<file path="config.mk">
export PLATFORM = sky130hd
export DESIGN_NAME = telemetry_uart_tx
export DESIGN_NICKNAME = d
export VERILOG_FILES = /design/src/rtl/telemetry_uart_tx.sv
export SDC_FILE = /design/constraint.sdc
export NUM_CORES = 1
export LEC_CHECK = 0
export ABC_AREA = 1
export BUFFER_PORTS_ARGS = -buffer_cell sky130_fd_sc_hd__buf_2
export CORE_ASPECT_RATIO = 0.6
export CORE_MARGIN = 5
export CORE_UTILIZATION = 45
export CTS_BUF_LIST = sky130_fd_sc_hd__clkbuf_4 sky130_fd_sc_hd__clkbuf_8 sky130_fd_sc_hd__clkbuf_16
export CTS_CLUSTER_DIAMETER = 150
export DETAILED_ROUTE_END_ITERATION = 16
export GPL_TIMING_DRIVEN = 0
export PLACE_DENSITY = 0.7
export SETUP_SLACK_MARGIN = 0.4
export SLEW_MARGIN = 25
export SYNTH_ARGS = -nofsm -noshare
export SYNTH_HDL_FRONTEND = slang
export SYNTH_SLANG_ARGS = --single-unit
</file>
<file path="constraint.sdc">
create_clock -name clk -period 3.15 [get_ports clk]
set_input_delay 0.4725 -clock clk [delete_from_list [all_inputs] [get_ports clk]]
set_output_delay 0.4725 -clock clk [all_outputs]
set_load 0.02 [all_outputs]
</file>
<file path="src/rtl/telemetry_uart_tx.sv">
// Attitude telemetry serialiser: latches one snapshot per request and sends an 11-byte
// framed packet (AA 55 seq payload checksum) over an 8N1 UART at BAUD bits per second.
module telemetry_uart_tx #(
  parameter int unsigned CLK_FREQ = 50000000,
  parameter int unsigned BAUD     = 115200
) (
  input  logic               clk,
  input  logic               rst_n,
  input  logic               send,
  input  logic signed [15:0] pitch,
  input  logic signed [15:0] roll,
  input  logic signed [15:0] yaw,
  input  logic        [7:0]  status,
  output logic               TxD,
  output logic               busy,
  output logic               frame_done
);

  localparam int unsigned BitDiv = CLK_FREQ / BAUD;
  localparam int unsigned CntW   = (BitDiv > 1) ? $clog2(BitDiv) : 1;
  localparam logic [CntW-1:0] CntMax   = CntW'(BitDiv - 1);
  localparam logic [3:0]      LastByte = 4'd10;

  typedef enum logic [1:0] {
    StIdle,
    StStart,
    StData,
    StStop
  } state_e;

  state_e          state_q, state_d;
  logic [CntW-1:0] cnt_q, cnt_d;
  logic [2:0]      bit_idx_q, bit_idx_d;
  logic [3:0]      byte_idx_q, byte_idx_d;
  logic [7:0]      seq_q, seq_d;
  logic [7:0]      seq_lat_q, seq_lat_d;
  logic [15:0]     pitch_q, pitch_d;
  logic [15:0]     roll_q, roll_d;
  logic [15:0]     yaw_q, yaw_d;
  logic [7:0]      status_q, status_d;
  logic [7:0]      csum_q, csum_d;
  logic            txd_q, txd_d;
  logic            busy_q, busy_d;
  logic            done_q, done_d;

  logic            accept;
  logic            bit_end;
  logic [2:0]      next_bit;
  logic [7:0]      cur_byte;
  logic [7:0]      csum_in;

  assign accept   = send && !busy_q;
  assign bit_end  = (cnt_q == CntMax);
  assign next_bit = bit_idx_q + 3'd1;

  // Checksum is formed from the live inputs in the accepting cycle so it is ready with the snapshot.
  assign csum_in = seq_q + pitch[15:8] + pitch[7:0] + roll[15:8] + roll[7:0]
                 + yaw[15:8] + yaw[7:0] + status;

  always_comb begin
    cur_byte = 8'h00;
    case (byte_idx_q)
      4'd0:    cur_byte = 8'hAA;
      4'd1:    cur_byte = 8'h55;
      4'd2:    cur_byte = seq_lat_q;
      4'd3:    cur_byte = pitch_q[15:8];
      4'd4:    cur_byte = pitch_q[7:0];
      4'd5:    cur_byte = roll_q[15:8];
      4'd6:    cur_byte = roll_q[7:0];
      4'd7:    cur_byte = yaw_q[15:8];
      4'd8:    cur_byte = yaw_q[7:0];
      4'd9:    cur_byte = status_q;
      4'd10:   cur_byte = csum_q;
      default: cur_byte = 8'h00;
    endcase
  end

  always_comb begin
    state_d    = state_q;
    cnt_d      = cnt_q;
    bit_idx_d  = bit_idx_q;
    byte_idx_d = byte_idx_q;
    seq_d      = seq_q;
    seq_lat_d  = seq_lat_q;
    pitch_d    = pitch_q;
    roll_d     = roll_q;
    yaw_d      = yaw_q;
    status_d   = status_q;
    csum_d     = csum_q;
    txd_d      = txd_q;
    busy_d     = busy_q;
    done_d     = 1'b0;

    if (state_q != StIdle) begin
      cnt_d = bit_end ? '0 : cnt_q + 1'b1;
    end

    unique case (state_q)
      StIdle: begin
        txd_d = 1'b1;
        if (accept) begin
          state_d    = StStart;
          cnt_d      = '0;
          byte_idx_d = '0;
          bit_idx_d  = '0;
          seq_lat_d  = seq_q;
          seq_d      = seq_q + 8'd1;
          pitch_d    = pitch;
          roll_d     = roll;
          yaw_d      = yaw;
          status_d   = status;
          csum_d     = csum_in;
          txd_d      = 1'b0;
          busy_d     = 1'b1;
        end
      end
      StStart: begin
        if (bit_end) begin
          state_d   = StData;
          bit_idx_d = '0;
          txd_d     = cur_byte[0];
        end
      end
      StData: begin
        if (bit_end) begin
          if (bit_idx_q == 3'd7) begin
            state_d = StStop;
            txd_d   = 1'b1;
          end else begin
            bit_idx_d = next_bit;
            txd_d     = cur_byte[next_bit];
          end
        end
      end
      StStop: begin
        if (bit_end) begin
          if (byte_idx_q == LastByte) begin
            state_d = StIdle;
            busy_d  = 1'b0;
            done_d  = 1'b1;
            txd_d   = 1'b1;
          end else begin
            // Next start bit follows the stop bit with no idle gap.
            state_d    = StStart;
            byte_idx_d = byte_idx_q + 4'd1;
            txd_d      = 1'b0;
          end
        end
      end
      default: begin
        state_d = StIdle;
        busy_d  = 1'b0;
        txd_d   = 1'b1;
      end
    endcase
  end

  always_ff @(posedge clk or negedge rst_n) begin
    if (!rst_n) begin
      state_q    <= StIdle;
      cnt_q      <= '0;
      bit_idx_q  <= '0;
      byte_idx_q <= '0;
      seq_q      <= '0;
      seq_lat_q  <= '0;
      pitch_q    <= '0;
      roll_q     <= '0;
      yaw_q      <= '0;
      status_q   <= '0;
      csum_q     <= '0;
      txd_q      <= 1'b1;
      busy_q     <= 1'b0;
      done_q     <= 1'b0;
    end else begin
      state_q    <= state_d;
      cnt_q      <= cnt_d;
      bit_idx_q  <= bit_idx_d;
      byte_idx_q <= byte_idx_d;
      seq_q      <= seq_d;
      seq_lat_q  <= seq_lat_d;
      pitch_q    <= pitch_d;
      roll_q     <= roll_d;
      yaw_q      <= yaw_d;
      status_q   <= status_d;
      csum_q     <= csum_d;
      txd_q      <= txd_d;
      busy_q     <= busy_d;
      done_q     <= done_d;
    end
  end

  assign TxD        = txd_q;
  assign busy       = busy_q;
  assign frame_done = done_q;

endmodule

</file>
==> run_results.csv <==
group,metric,value,unit
timing,tightest_slew,629,ps
clocking,cts_buffer_depth,2,
setup_path,crit_type,"in -> reg",
global_route,use_met2,28.6,%
pwr,p_clk_share,28.6,%
setup_path,timing.rr.start,"seq_q[3]",
pwr,combPwrFrac,39.2,%
placed_design,post-place-ws,-1010,ps
route,via_per_inst,5.18,
setup_path,r2r-end,"csum_q[5]",
setup_path,crit_required,3390,ps
clocking,cts-buffers-inserted,9,
cells_and_area,most-common-layout-cells,"208 x nand2_1, 102 x inv_1, 100 x dfrtp_1, 69 x buf_2, 65 x nand3_1",
cells_and_area,multi_input_area,3370,µm²
setup_path,critPathArrivalTime,4000,ps
timing,fmax,0.266,GHz
timing,hold_viol,1,
floorplan,initial_core_util,46.4,%
synthesis,syn_area,6420,µm²
floorplan,coreArea,13800,µm²
pwr,internal_power,2.72,mW
clocking,root_buffer,"clkbuf_16",
global_route,grt_use_total,23.1,%
timing,setup_violations,5,
placed_design,place_congestion,1.00,
pwr,leakagePower,3.95,nW
global_route,grt_antenna_before_repair,0,
job,timing.max_cap.violations,0,
route,num_vias,5550,
outcome,violations,"negative hold slack, negative setup slack",
route,dr.pass1.iters,5,
setup_path,path_max_fanout,4,
global_route,grt_max_degree,69,
timing,finalCritPeriodShare,119,%
clocking,cts_tree,"yes",
route,wire_per_inst,17.1,µm
floorplan,fp.dieArea,16800,µm²
timing,layout_setup_ws,-606,ps
placed_design,port_buffers,61,
clocking,clk_latency,350,ps
route,drc,0,
setup_path,r2r_cells,15,
setup_path,startpoint_type,"input port",
pwr,sw_frac_of_total,32.3,%
hold_path,hold_class,"in -> async",
timing,finClkSkew,6.72,ps
clocking,clk_pin_slew,70,ps
cells_and_area,final_common_cell,"nand2_1",
setup_path,ff2ff_setup_slack,-200,ps
pwr,power_switching,1.30,mW
clocking,clock_sinks,101,
pwr,power.density,535,nW/µm²
route,routed_wl,18300,µm
global_route,grt_most_used_layer,"met1",
timing,fin_crit,3760,ps
global_route,grtUsageMet1,39.0,%
timing,rsz0062_at_grt,"yes",
synthesis,synth_cells,794,
clocking,holdBufCountCts,0,
cells_and_area,ff_latch_area,2530,µm²
clocking,h-tree-depth,3,
global_route,grt_pass1_wl,29300,µm
pwr,seqPwrFrac,32.2,%
synthesis,ys_seq_area_share,39.4,%
synthesis,ys_ff_latch,101,
placed_design,dpl.hpwl,14400,µm
synthesis,ys_types,28,
floorplan,rows,33,
route,antenna_left,0,
timing,fin_setup_tns,-2210,ps
floorplan,boundaryPins,62,
pwr,irDropWorstVdd,0.348,mV
global_route,grt_pass1_vias,5227,
placed_design,dpl_cell_area,7080,µm²
floorplan,die_w,164,µm
synthesis,syn_area_per_cell,8.08,µm²
timing,slew_headroom,58.1,%
timing,slew_violations,0,
cells_and_area,syn2layout_area_growth,17.1,%
cells_and_area,num-nets-final,994,
timing,holdWs,-0.170,ps
route,drt_iter0_drc,561,
outcome,status,"finished, violations left",
synthesis,synth_nets,913,
cells_and_area,drive_above_1_share,16.6,%
cells_and_area,stdcell_area,7510,µm²
floorplan,die_y,103,µm
setup_path,end_kind,"flop",
global_route,use_met3,6.95,%
global_route,globalRouteOverflowTotal,0,
cells_and_area,fill_cells,1279,
cells_and_area,insertedDiodeCount,0,
synthesis,ys_warn_count,0,
cell usage after synthesis:
master / instances / area share (%)
a31oi_1: 1 / 0.098
buf_1: 3 / 0.18
o32ai_1: 1 / 0.14
o21ai_1: 1 / 0.078
dfstp_2: 1 / 0.41
o21ai_0: 62 / 4.8
xnor2_1: 9 / 1.2
ha_1: 21 / 4.1
xor2_1: 16 / 2.2
nor2_4: 2 / 0.35
nor2_1: 40 / 2.3
nand3b_1: 1 / 0.12
nor4_1: 3 / 0.29
nor3_1: 9 / 0.70
buf_2: 12 / 0.94
nor3_2: 2 / 0.31
nand3_1: 69 / 5.4
clkbuf_1: 17 / 0.99
buf_4: 1 / 0.12
nand4_1: 30 / 2.9
nor2_2: 2 / 0.19
inv_2: 4 / 0.23
a21oi_1: 13 / 1.0
inv_1: 121 / 7.1
dfrtp_1: 100 / 39
o22ai_1: 3 / 0.29
nand2_1: 211 / 12
fa_1: 39 / 12
metal layers:
metal | up-vias | part of all wire, %
met5 | - | 0
met4 | 0 | 0.88
met3 | 17 | 12
met2 | 263 | 37
met1 | 2600 | 51
li1 | 2670 | -
worst max path at each step:
stage | slack [ps] | end | cells past startpoint | from
after floorplan | -520 | csum_q[7] | 21 | yaw[11]
after global placement | -960 | csum_q[7] | 22 | yaw[11]
after detailed placement | -1010 | csum_q[7] | 22 | yaw[11]
after CTS | -520 | csum_q[7] | 22 | roll[3]
after global routing | -710 | csum_q[5] | 19 | yaw[12]
final | -610 | csum_q[5] | 19 | yaw[12]
power groups by stage:
stage / clock (mW) / combinational, mW / sequential, mW
floorplan: 0 / 0.885 / 1.32
global placement: 0 / 1.16 / 1.32
detailed placement: 0 / 1.19 / 1.32
CTS: 1.16 / 1.39 / 1.30
global route: 1.22 / 1.78 / 1.30
finish: 1.15 / 1.58 / 1.30
timing repair:
item | in CTS | in global routing
gates resized for setup | 13 | 14
pin swaps | 12 | 6
setup buffers | 6 | 2
endpoints found under the setup margin | 6 | 6
area by class of cell:
| class | count | share of cell area, % |
|---|---|---|
| Inverter | 125 | 6.48 |
| Buffer | 33 | 1.90 |
| Clock inverter | 6 | 0.916 |
| Sequential cell | 101 | 33.7 |
| Timing Repair Buffer | 70 | 5.76 |
| Multi-Input combinational cell | 535 | 44.9 |
| Clock buffer | 10 | 3.18 |
| Tap cell | 192 | 3.20 |
critical path, stage by stage:
cell,delay [ps]
buf_2,100
inv_4,40
fa_1,520
inv_1,60
fa_2,660
fa_1,440
inv_1,80
fa_1,420
inv_2,80
ha_4,210
nand2_2,70
nand3_2,100
buf_4,140
buf_4,120
buf_4,120
buf_4,120
buf_4,120
nor2_1,80
o21ai_1,70
registers in the layout, indices dropped and copies added (netlist names):
name	flops
seq_q	8
csum_q	8
frame_done	1
status_q	8
TxD	1
pitch_q	16
roll_q	16
yaw_q	16
bit_idx_q	3
state_q	2
byte_idx_q	4
cnt_q	9
seq_lat_q	8
busy	1
metrics by stage:
step	util [%]	hold slack, ps	std cells	power (mW)
3_5_place_dp	51.2	390	1048	2.51
2_1_floorplan	-	177	794	2.21
5_1_grt	54.3	18.3	1072	4.29
6_report	54.3	-0.170	1072	4.02
4_1_cts	53.9	15.9	1070	3.85
3_3_place_gp	50.9	461	1047	2.48
cell families after synthesis:
logic type | Yosys count | synth area share, %
compound gates | 81 | 6.45
xor+xnor | 25 | 3.41
fa+ha+maj | 60 | 16.3
buf+inv | 158 | 9.53
flops | 101 | 39.4
simple gates | 369 | 25.0
(Power assumes the default switching activity.)
